===== src/rtl/mu0_pkg.sv =====
// Shared constants for the mu0 arbitrating mux: word width, arbitration modes, index width helper.
// Latency: n/a (declarations only).
// Backpressure: n/a.
package mu0_pkg;

  localparam int MU0_WORD_WIDTH = 12;
  localparam int MU0_ARB_RR     = 0;
  localparam int MU0_ARB_FIXED  = 1;

  // Channel index width; never narrower than one bit so a 1-wide index port always exists.
  function automatic int mu0_cw(input int n);
    return (n > 1) ? $clog2(n) : 1;
  endfunction

endpackage


===== src/rtl/mu0_rr_arbiter.sv =====
// Grant generator: round-robin from a last-grant pointer (mode=0) or fixed lowest-index priority (mode=1).
// Latency: grant is combinational from req and the pointer; the pointer updates at the edge of an accepted transfer.
// Backpressure: the pointer only moves when advance is high, so a stalled request keeps its priority slot.
// Ports: clk, reset_n        clock and async active-low reset
//        req[CHANNELS]       per-channel request
//        advance, mode       transfer happened this cycle / 1 = fixed priority
//        grant, grant_idx    one-hot grant and its encoded index
module mu0_rr_arbiter
  import mu0_pkg::*;
#(
  parameter  int CHANNELS = 2,
  localparam int CW       = mu0_cw(CHANNELS)
) (
  input  logic                clk,
  input  logic                reset_n,
  input  logic [CHANNELS-1:0] req,
  input  logic                advance,
  input  logic                mode,
  output logic [CHANNELS-1:0] grant,
  output logic [CW-1:0]       grant_idx
);

  logic [CW-1:0] ptr_q;
  logic [CW-1:0] ptr_d;
  logic          found;
  int            cand;

  // Scan CHANNELS candidates in priority order; first requester wins.
  always_comb begin
    grant     = '0;
    grant_idx = '0;
    found     = 1'b0;
    cand      = 0;
    for (int k = 0; k < CHANNELS; k++) begin
      if (mode) begin
        cand = k;
      end else begin
        // Start one past the last grant and wrap at CHANNELS-1.
        cand = int'(ptr_q) + 1 + k;
        if (cand >= CHANNELS) cand = cand - CHANNELS;
      end
      if (!found && req[cand]) begin
        found       = 1'b1;
        grant[cand] = 1'b1;
        grant_idx   = CW'(cand);
      end
    end
  end

  // Fixed-priority mode leaves the pointer at its reset value.
  always_comb begin
    ptr_d = ptr_q;
    if (advance && !mode && found) ptr_d = grant_idx;
  end

  always_ff @(posedge clk or negedge reset_n) begin
    if (!reset_n) ptr_q <= CW'(CHANNELS - 1);
    else          ptr_q <= ptr_d;
  end

endmodule


===== src/rtl/mu0_arb_mux.sv =====
// Arbitrating N:1 mux with a single valid/ready output register stage.
// Latency: 1 cycle from input transfer to out_valid; one word per cycle while out_ready stays high.
// Backpressure: output holds and all in_ready drop while out_valid & !out_ready.
// Ports: clk, reset_n                    clock and async active-low reset
//        in_valid/in_data/in_ready       per-channel request, packed words, accept
//        out_valid/out_data/out_chan     registered word and its source channel
//        out_ready                       downstream accept
module mu0_arb_mux
  import mu0_pkg::*;
#(
  parameter  int WIDTH    = MU0_WORD_WIDTH,
  parameter  int CHANNELS = 2,
  parameter  int MODE     = MU0_ARB_RR,
  localparam int CW       = mu0_cw(CHANNELS)
) (
  input  logic                      clk,
  input  logic                      reset_n,
  input  logic [CHANNELS-1:0]       in_valid,
  input  logic [CHANNELS*WIDTH-1:0] in_data,
  output logic [CHANNELS-1:0]       in_ready,
  output logic                      out_valid,
  output logic [WIDTH-1:0]          out_data,
  output logic [CW-1:0]             out_chan,
  input  logic                      out_ready
);

  logic                out_valid_q;
  logic [WIDTH-1:0]    out_data_q;
  logic [CW-1:0]       out_chan_q;
  logic                load_en;
  logic                take;
  logic [CHANNELS-1:0] grant;
  logic [CW-1:0]       grant_idx;
  logic [WIDTH-1:0]    sel_data;
  logic                fixed_mode;

  assign fixed_mode = (MODE == MU0_ARB_FIXED);
  assign load_en    = !out_valid_q || out_ready;
  assign take       = load_en && (|grant);

  mu0_rr_arbiter #(
    .CHANNELS (CHANNELS)
  ) u_arb (
    .clk       (clk),
    .reset_n   (reset_n),
    .req       (in_valid),
    .advance   (take),
    .mode      (fixed_mode),
    .grant     (grant),
    .grant_idx (grant_idx)
  );

  // reset_n gates ready so nothing is accepted while the register is held clear.
  assign in_ready = grant & {CHANNELS{load_en && reset_n}};

  always_comb begin
    sel_data = '0;
    for (int i = 0; i < CHANNELS; i++) begin
      if (grant[i]) sel_data = in_data[i*WIDTH +: WIDTH];
    end
  end

  // With no request the word and channel hold; only the valid flag drops.
  always_ff @(posedge clk or negedge reset_n) begin
    if (!reset_n) begin
      out_valid_q <= 1'b0;
      out_data_q  <= '0;
      out_chan_q  <= '0;
    end else if (load_en) begin
      out_valid_q <= take;
      if (take) begin
        out_data_q <= sel_data;
        out_chan_q <= grant_idx;
      end
    end
  end

  assign out_valid = out_valid_q;
  assign out_data  = out_data_q;
  assign out_chan  = out_chan_q;

endmodule

===== config.mk =====
export PLATFORM = sky130hd
export DESIGN_NAME = mu0_arb_mux
export DESIGN_NICKNAME = d
export VERILOG_FILES = /design/src/rtl/mu0_pkg.sv /design/src/rtl/mu0_rr_arbiter.sv /design/src/rtl/mu0_arb_mux.sv
export SDC_FILE = /design/constraint.sdc
export NUM_CORES = 1
export LEC_CHECK = 0
export CAP_MARGIN = 0
export CORE_MARGIN = 1.5
export CORE_UTILIZATION = 39
export DETAILED_ROUTE_END_ITERATION = 7
export PLACE_DENSITY_LB_ADDON = 0.12
export SLEW_MARGIN = 20
export SYNTH_ARGS = -nofsm -noshare
export SYNTH_HDL_FRONTEND = slang
export SYNTH_SLANG_ARGS = --single-unit

===== constraint.sdc =====
create_clock -name clk -period 3.8 [get_ports clk]
set_input_delay 0.57 -clock clk [delete_from_list [all_inputs] [get_ports clk]]
set_output_delay 0.57 -clock clk [all_outputs]
set_load 0.01 [all_outputs]

==> results of run 1 <==
==> metal layers <==
layer	vias up	track usage, %	part of all wire, %
li1	363	-	-
met1	377	28.8	43
met2	45	34.8	48
met3	2	7.31	8.8
met4	0	6.67	0.85
met5	-	0	0
==> worst max-delay path, cell delays in order <==
cell and delay [ns]:
clkdlybuf4s50_1 0.70, a21boi_2 0.25, and3_1 0.17, clkdlybuf4s50_1 0.53
==> cells by family (layout without fill, tap and decap cells) <==
group           count (synthesis)  count (layout)
flops                          15              15
simple gates                    8               8
buf+inv                         8              52
compound gates                 40              40
==> flip-flops by register name (all words and copies together), names as in the netlist <==
signal	cells
out_chan	1
out_data	12
out_valid	1
u_arb.ptr_q	1
==> metrics by stage <==
stage / cell area (um2) / setup WS, ns / power (W) / std cells / utilization [%]
2_1_floorplan: 762 / 2.05 / 0.000281 / 71 / -
3_3_place_gp: 1220 / 1.04 / 0.000371 / 136 / 68.3
3_5_place_dp: 1220 / 1.02 / 0.000375 / 136 / 68.3
4_1_cts: 1240 / 1.03 / 0.000466 / 140 / 69.8
5_1_grt: 1240 / 0.923 / 0.000494 / 140 / 69.8
6_report: 1240 / 1.00 / 0.000461 / 140 / 69.8
==> final cells by class <==
cell class	count	area share, %
repair buffers	47	37.2
clock inverters	1	0.402
flip-flops and latches	15	30.3
inverters	1	0.302
clock buffers	3	1.81
well taps	25	2.51
multi-input cells	48	27.5
==> worst min-delay path by stage <==
| stage | to | slack, ns | cells past startpoint |
|---|---|---|---|
| floorplan | out_chan | 0.27 | 0 |
| global placement | out_data[4] | 0.50 | 2 |
| detailed placement | out_data[0] | 0.50 | 2 |
| CTS | out_data[0] | 0.52 | 2 |
| global route | out_data[0] | 0.54 | 2 |
| finish | out_data[0] | 0.52 | 2 |
==> Yosys cell counts <==
master    count  area (um2)
o21ai_0       1        5.00
dfstp_2       1        26.3
and4_1        1        8.76
a32oi_1      12         105
clkbuf_1      1        3.75
or2_1         1        6.26
a21boi_2      1        11.3
dfrtp_1      14         350
a21oi_1      15        75.1
buf_2         4        20.0
nand2_1       1        3.75
and3_1        1        6.26
buf_6         1        11.3
nand2b_1      3        18.8
buf_1         1        3.75
inv_1         1        3.75
a31oi_1       1        6.26
a21oi_2      10        87.6
and2_4        1        8.76
==> where the power goes <==
| part | total [W] | internal (W) | switching, W |
|---|---|---|---|
| combinational | 0.000170 | 0.0000960 | 0.0000739 |
| sequential | 0.000201 | 0.000187 | 0.0000144 |
| clock | 0.0000899 | 0.0000391 | 0.0000508 |
==> results.py, run 1 <==
metrics = {
    "status": {
        "outcome": "completed",
    },
    "global_route": {
        "grt_start_max_net_pins": 17,
        "grt_pass1_vias": 704,
        "antenna_found_initial": 0,
        "track_usage_pct": 22.0,
        "overflow": 0,
        "grt_pass1_wl_mm": 3.30,
    },
    "route": {
        "drt-total-wl_mm": 2.12,
        "viasPerCell": 5.62,
        "drtPass1Iterations": 4,
        "drcViolationCount": 0,
        "vias": 787,
        "drt_first_iter_violations": 20,
        "postRouteAntennaNets": 0,
        "wl_per_cell_um": 15.2,
    },
    "worst_setup_path": {
        "cp_data_required_time_ns": 3.23,
        "start_kind": "input port",
        "critPathLaunch": "in_valid[0]",
        "setup.worst_path.class": "in2out",
        "critPathArrivalTime_ns": 2.23,
        "r2r_slack_ns": 2.32,
        "crit_path_end_kind": "primary output",
        "worst-r2r-cell-count": 4,
        "crit_end": "in_ready[1]",
        "regToRegEndpoint": "out_data[2]",
        "r2r-start": "out_valid",
        "path_max_fanout": 16,
    },
    "timing": {
        "period_needed_ns": 2.80,
        "worstMarginPinSlew_ns": 0.556,
        "fmax_mhz": 358,
        "skew_ns": 0.00734,
        "finalMaxSlewViolations": 0,
        "setup-tns-final_ns": 0,
        "period_share_pct": 73.6,
        "hold_viol_final": 0,
        "rsz0062_at_grt": "false",
        "whs_ns": 0.522,
        "setup_viol": 0,
        "max_slew_margin_pct": 62.8,
    },
    "finish": {
        "drive_gt1_share_pct": 17.4,
        "syn2layout_area_growth_pct": 63.4,
        "final_cell_mix": "clkdlybuf4s50_1 (44), a21oi_1 (15), dfrtp_1 (14)",
        "filler_cell_count": 139,
        "multi_input_area_um2": 343,
        "regArea_um2": 377,
        "layout.nets": 145,
        "n_antenna_cell": 0,
        "final_common_cell": "clkdlybuf4s50_1",
    },
    "clocking": {
        "cts_made_buffers": 3,
        "cts_resized": 0,
        "clk_pin_slew_ns": 0.09,
        "worstSkewPairLatency_ns": 0.28,
        "cts_tree": "done",
        "ctsHoldBuffers": 0,
        "cts_max_level": 1,
        "cts-root-buf": "clkbuf_4",
        "clock-sinks": 15,
        "cts_setup_buffers": 0,
        "cts_buffer_depth": 2,
    },
    "synth": {
        "yosysWarnings": 0,
        "synth_area_per_cell_um2": 10.7,
        "synthSimpleGateAreaFrac_pct": 6.90,
        "synth_mux_area_share_pct": 0,
        "ys_ff_latch": 15,
        "synthAdderAreaFrac_pct": 0,
        "synth_fp_nets": 100,
        "synth_compound_area_share_pct": 38.1,
        "synth_top_family_by_area": "compound AO/OA/AOI/OAI gates",
        "netlist_instances": 71,
        "yosys.cell_types.count": 19,
        "synth_xor_area_share_pct": 0,
        "seq_area_frac_synth_pct": 49.4,
        "syn-cell-area_um2": 762,
    },
    "floorplanning": {
        "fp.dieW_um": 47.2,
        "ios": 45,
        "start_util_pct": 42.7,
        "die_area_um2": 2230,
        "die_y_um": 47.2,
        "num_rows": 15,
        "core_area_um2": 1780,
    },
    "power_and_ir_drop": {
        "power.density_nw_per_um2": 370,
        "p_leak_nw": 0.467,
        "irDropWorstVdd_mv": 0.297,
    },
    "placed_design": {
        "io_buffers": 44,
        "place.gp.congestion": 0.779,
        "dp.final_hpwl_mm": 1.49,
    },
    "min_path": {
        "hold_path.class": "reg2reg",
        "min-delay-start": "out_data[0]",
    },
    "run": {
        "max_cap_viol_count": 0,
    },
}
Note: power is estimated with default switching activity, not from simulation.
==> run 2, diff against run 1 <==
CORE_UTILIZATION = 33   (was 39)
clock period = 2.5 ns   (was 3.8 ns; I/O delays follow)
==> results.py, run 2 (synthesized netlist as in run 1, its figures left out) <==
metrics = {
    "finish": {
        "stdcell_count": 148,
        "final_common_cell": "clkdlybuf4s50_1",
        "layout.nets": 150,
        "n_antenna_cell": 0,
        "postLayoutCoreUtil_pct": 58.7,
        "largest_reg_flops": 12,
        "final_cell_mix": "clkdlybuf4s50_1 (44), a21oi_1 (15), dfrtp_1 (14)",
        "drive_gt1_share_pct": 20.0,
        "syn2layout_area_growth_pct": 68.6,
    },
    "clocking": {
        "cts-root-buf": "clkbuf_4",
        "cts_tree": "done",
        "cts_setup_buffers": 0,
        "ctsHoldBuffers": 0,
        "cts_max_level": 1,
        "clock-sinks": 15,
        "cts_buffer_depth": 2,
        "worstSkewPairLatency_ns": 0.27,
        "cts_resized": 0,
        "cts_made_buffers": 3,
        "clk_pin_slew_ns": 0.09,
    },
    "global_route": {
        "overflow": 0,
        "grt_start_max_net_pins": 15,
        "grt_pass1_wl_mm": 3.50,
        "antenna_found_initial": 0,
        "grt_pass1_vias": 798,
        "track_usage_pct": 18.1,
    },
    "power_and_ir_drop": {
        "seqPwrFrac_pct": 43.3,
        "irDropWorstVdd_mv": 0.280,
        "clkPwrFrac_pct": 19.0,
        "switching_share_pct": 29.8,
        "intPower_w": 0.000499,
        "pwr-share-comb_pct": 37.7,
        "p_total_w": 0.000711,
        "switchingPower_w": 0.000212,
        "power.density_nw_per_um2": 553,
        "p_leak_nw": 0.488,
    },
    "route": {
        "postRouteAntennaNets": 0,
        "drcViolationCount": 0,
        "drt_first_iter_violations": 9,
        "drtPass1Iterations": 4,
        "viasPerCell": 5.37,
        "wl_per_cell_um": 14.9,
        "drt-total-wl_mm": 2.21,
        "vias": 795,
    },
    "timing": {
        "worstMarginPinSlew_ns": 0.249,
        "rsz0062_at_grt": "false",
        "period_needed_ns": 2.17,
        "hold_viol_final": 0,
        "fmax_mhz": 462,
        "max_slew_margin_pct": 83.4,
        "whs_ns": 0.467,
        "setup_viol": 0,
        "setup-tns-final_ns": 0,
        "skew_ns": 0.00361,
        "finalMaxSlewViolations": 0,
        "period_share_pct": 86.6,
    },
    "worst_setup_path": {
        "setup.worst_path.class": "in2out",
        "r2r-start": "u_arb.ptr_q",
        "start_kind": "input port",
        "slowest_stage": "clkdlybuf4s50_1",
        "cp.depth": 4,
        "r2r_slack_ns": 1.26,
        "regToRegEndpoint": "out_data[10]",
        "critPathArrivalTime_ns": 1.79,
        "cpPeakStageDelay_ns": 0.54,
        "crit_chain": "clkdlybuf4s50_1, a21boi_2, and3_1, clkdlybuf4s50_1",
        "crit_path_end_kind": "primary output",
        "critPathTopFamily": "buffers and inverters",
        "path_max_fanout": 4,
        "cp_data_required_time_ns": 2.12,
        "path_buf_inv": 2,
        "cp_common_cell": "clkdlybuf4s50_1",
        "worst-r2r-cell-count": 4,
    },
    "run": {
        "max_cap_viol_count": 0,
    },
    "floorplanning": {
        "die_area_um2": 2610,
        "ios": 45,
        "core_area_um2": 2190,
        "start_util_pct": 34.8,
        "fp.dieW_um": 51.1,
        "num_rows": 17,
        "die_y_um": 51.1,
    },
    "placed_design": {
        "dp.final_hpwl_mm": 1.66,
        "place.gp.congestion": 0.679,
        "io_buffers": 44,
        "dp_cells": 144,
    },
    "min_path": {
        "hold_path.class": "in2async",
    },
    "status": {
        "outcome": "completed",
    },
}
-- run 2: cell types whose count changed in the layout (fill, tap and decap cells not counted), sizes merged --
cell    change
buf         +5
clkinv      -1
clkbuf      +1
-- run 2: layer usage --
layer / share of wire [%] / track usage (%) / vias up
met5: 0 / 0 / -
met4: 0.73 / 8.11 / 0
met3: 6.2 / 4.39 / 2
met2: 50 / 32.3 / 34
met1: 43 / 20.3 / 386
li1: - / - / 373
-- run 2: per-stage QoR --
step	setup WS, ns	area (um2)
3_3_place_gp	0.340	1260
3_5_place_dp	0.333	1260
2_1_floorplan	1.02	762
4_1_cts	0.323	1280
5_1_grt	0.284	1280
6_report	0.334	1280
-- run 2: worst max path at each step --
| stage | slack, ns | start | to |
|---|---|---|---|
| after global placement | 0.34 | in_valid[1] | in_ready[1] |
| after global routing | 0.28 | in_valid[1] | in_ready[1] |
| after CTS | 0.32 | in_valid[1] | in_ready[1] |
| final | 0.33 | in_valid[1] | in_ready[1] |
| after floorplan | 1.02 | u_arb.ptr_q | in_ready[0] |
| after detailed placement | 0.33 | in_valid[1] | in_ready[1] |
-- run 2: power by group through the flow --
| stage | sequential, W | clock (W) | combinational (W) |
|---|---|---|---|
| after floorplan | 0.000328 | 0 | 0.0000988 |
| after global placement | 0.000312 | 0 | 0.000265 |
| after detailed placement | 0.000313 | 0 | 0.000271 |
| after CTS | 0.000309 | 0.000141 | 0.000271 |
| after global routing | 0.000314 | 0.000152 | 0.000290 |
| final | 0.000308 | 0.000135 | 0.000268 |
-- run 2: layout make-up --
cell class	count	area, um2
clock buffers	4	26.3
repair buffers	52	500
well taps	28	35.0
inverters	1	3.75
flip-flops and latches	15	377
multi-input cells	48	343
fillers	203	906
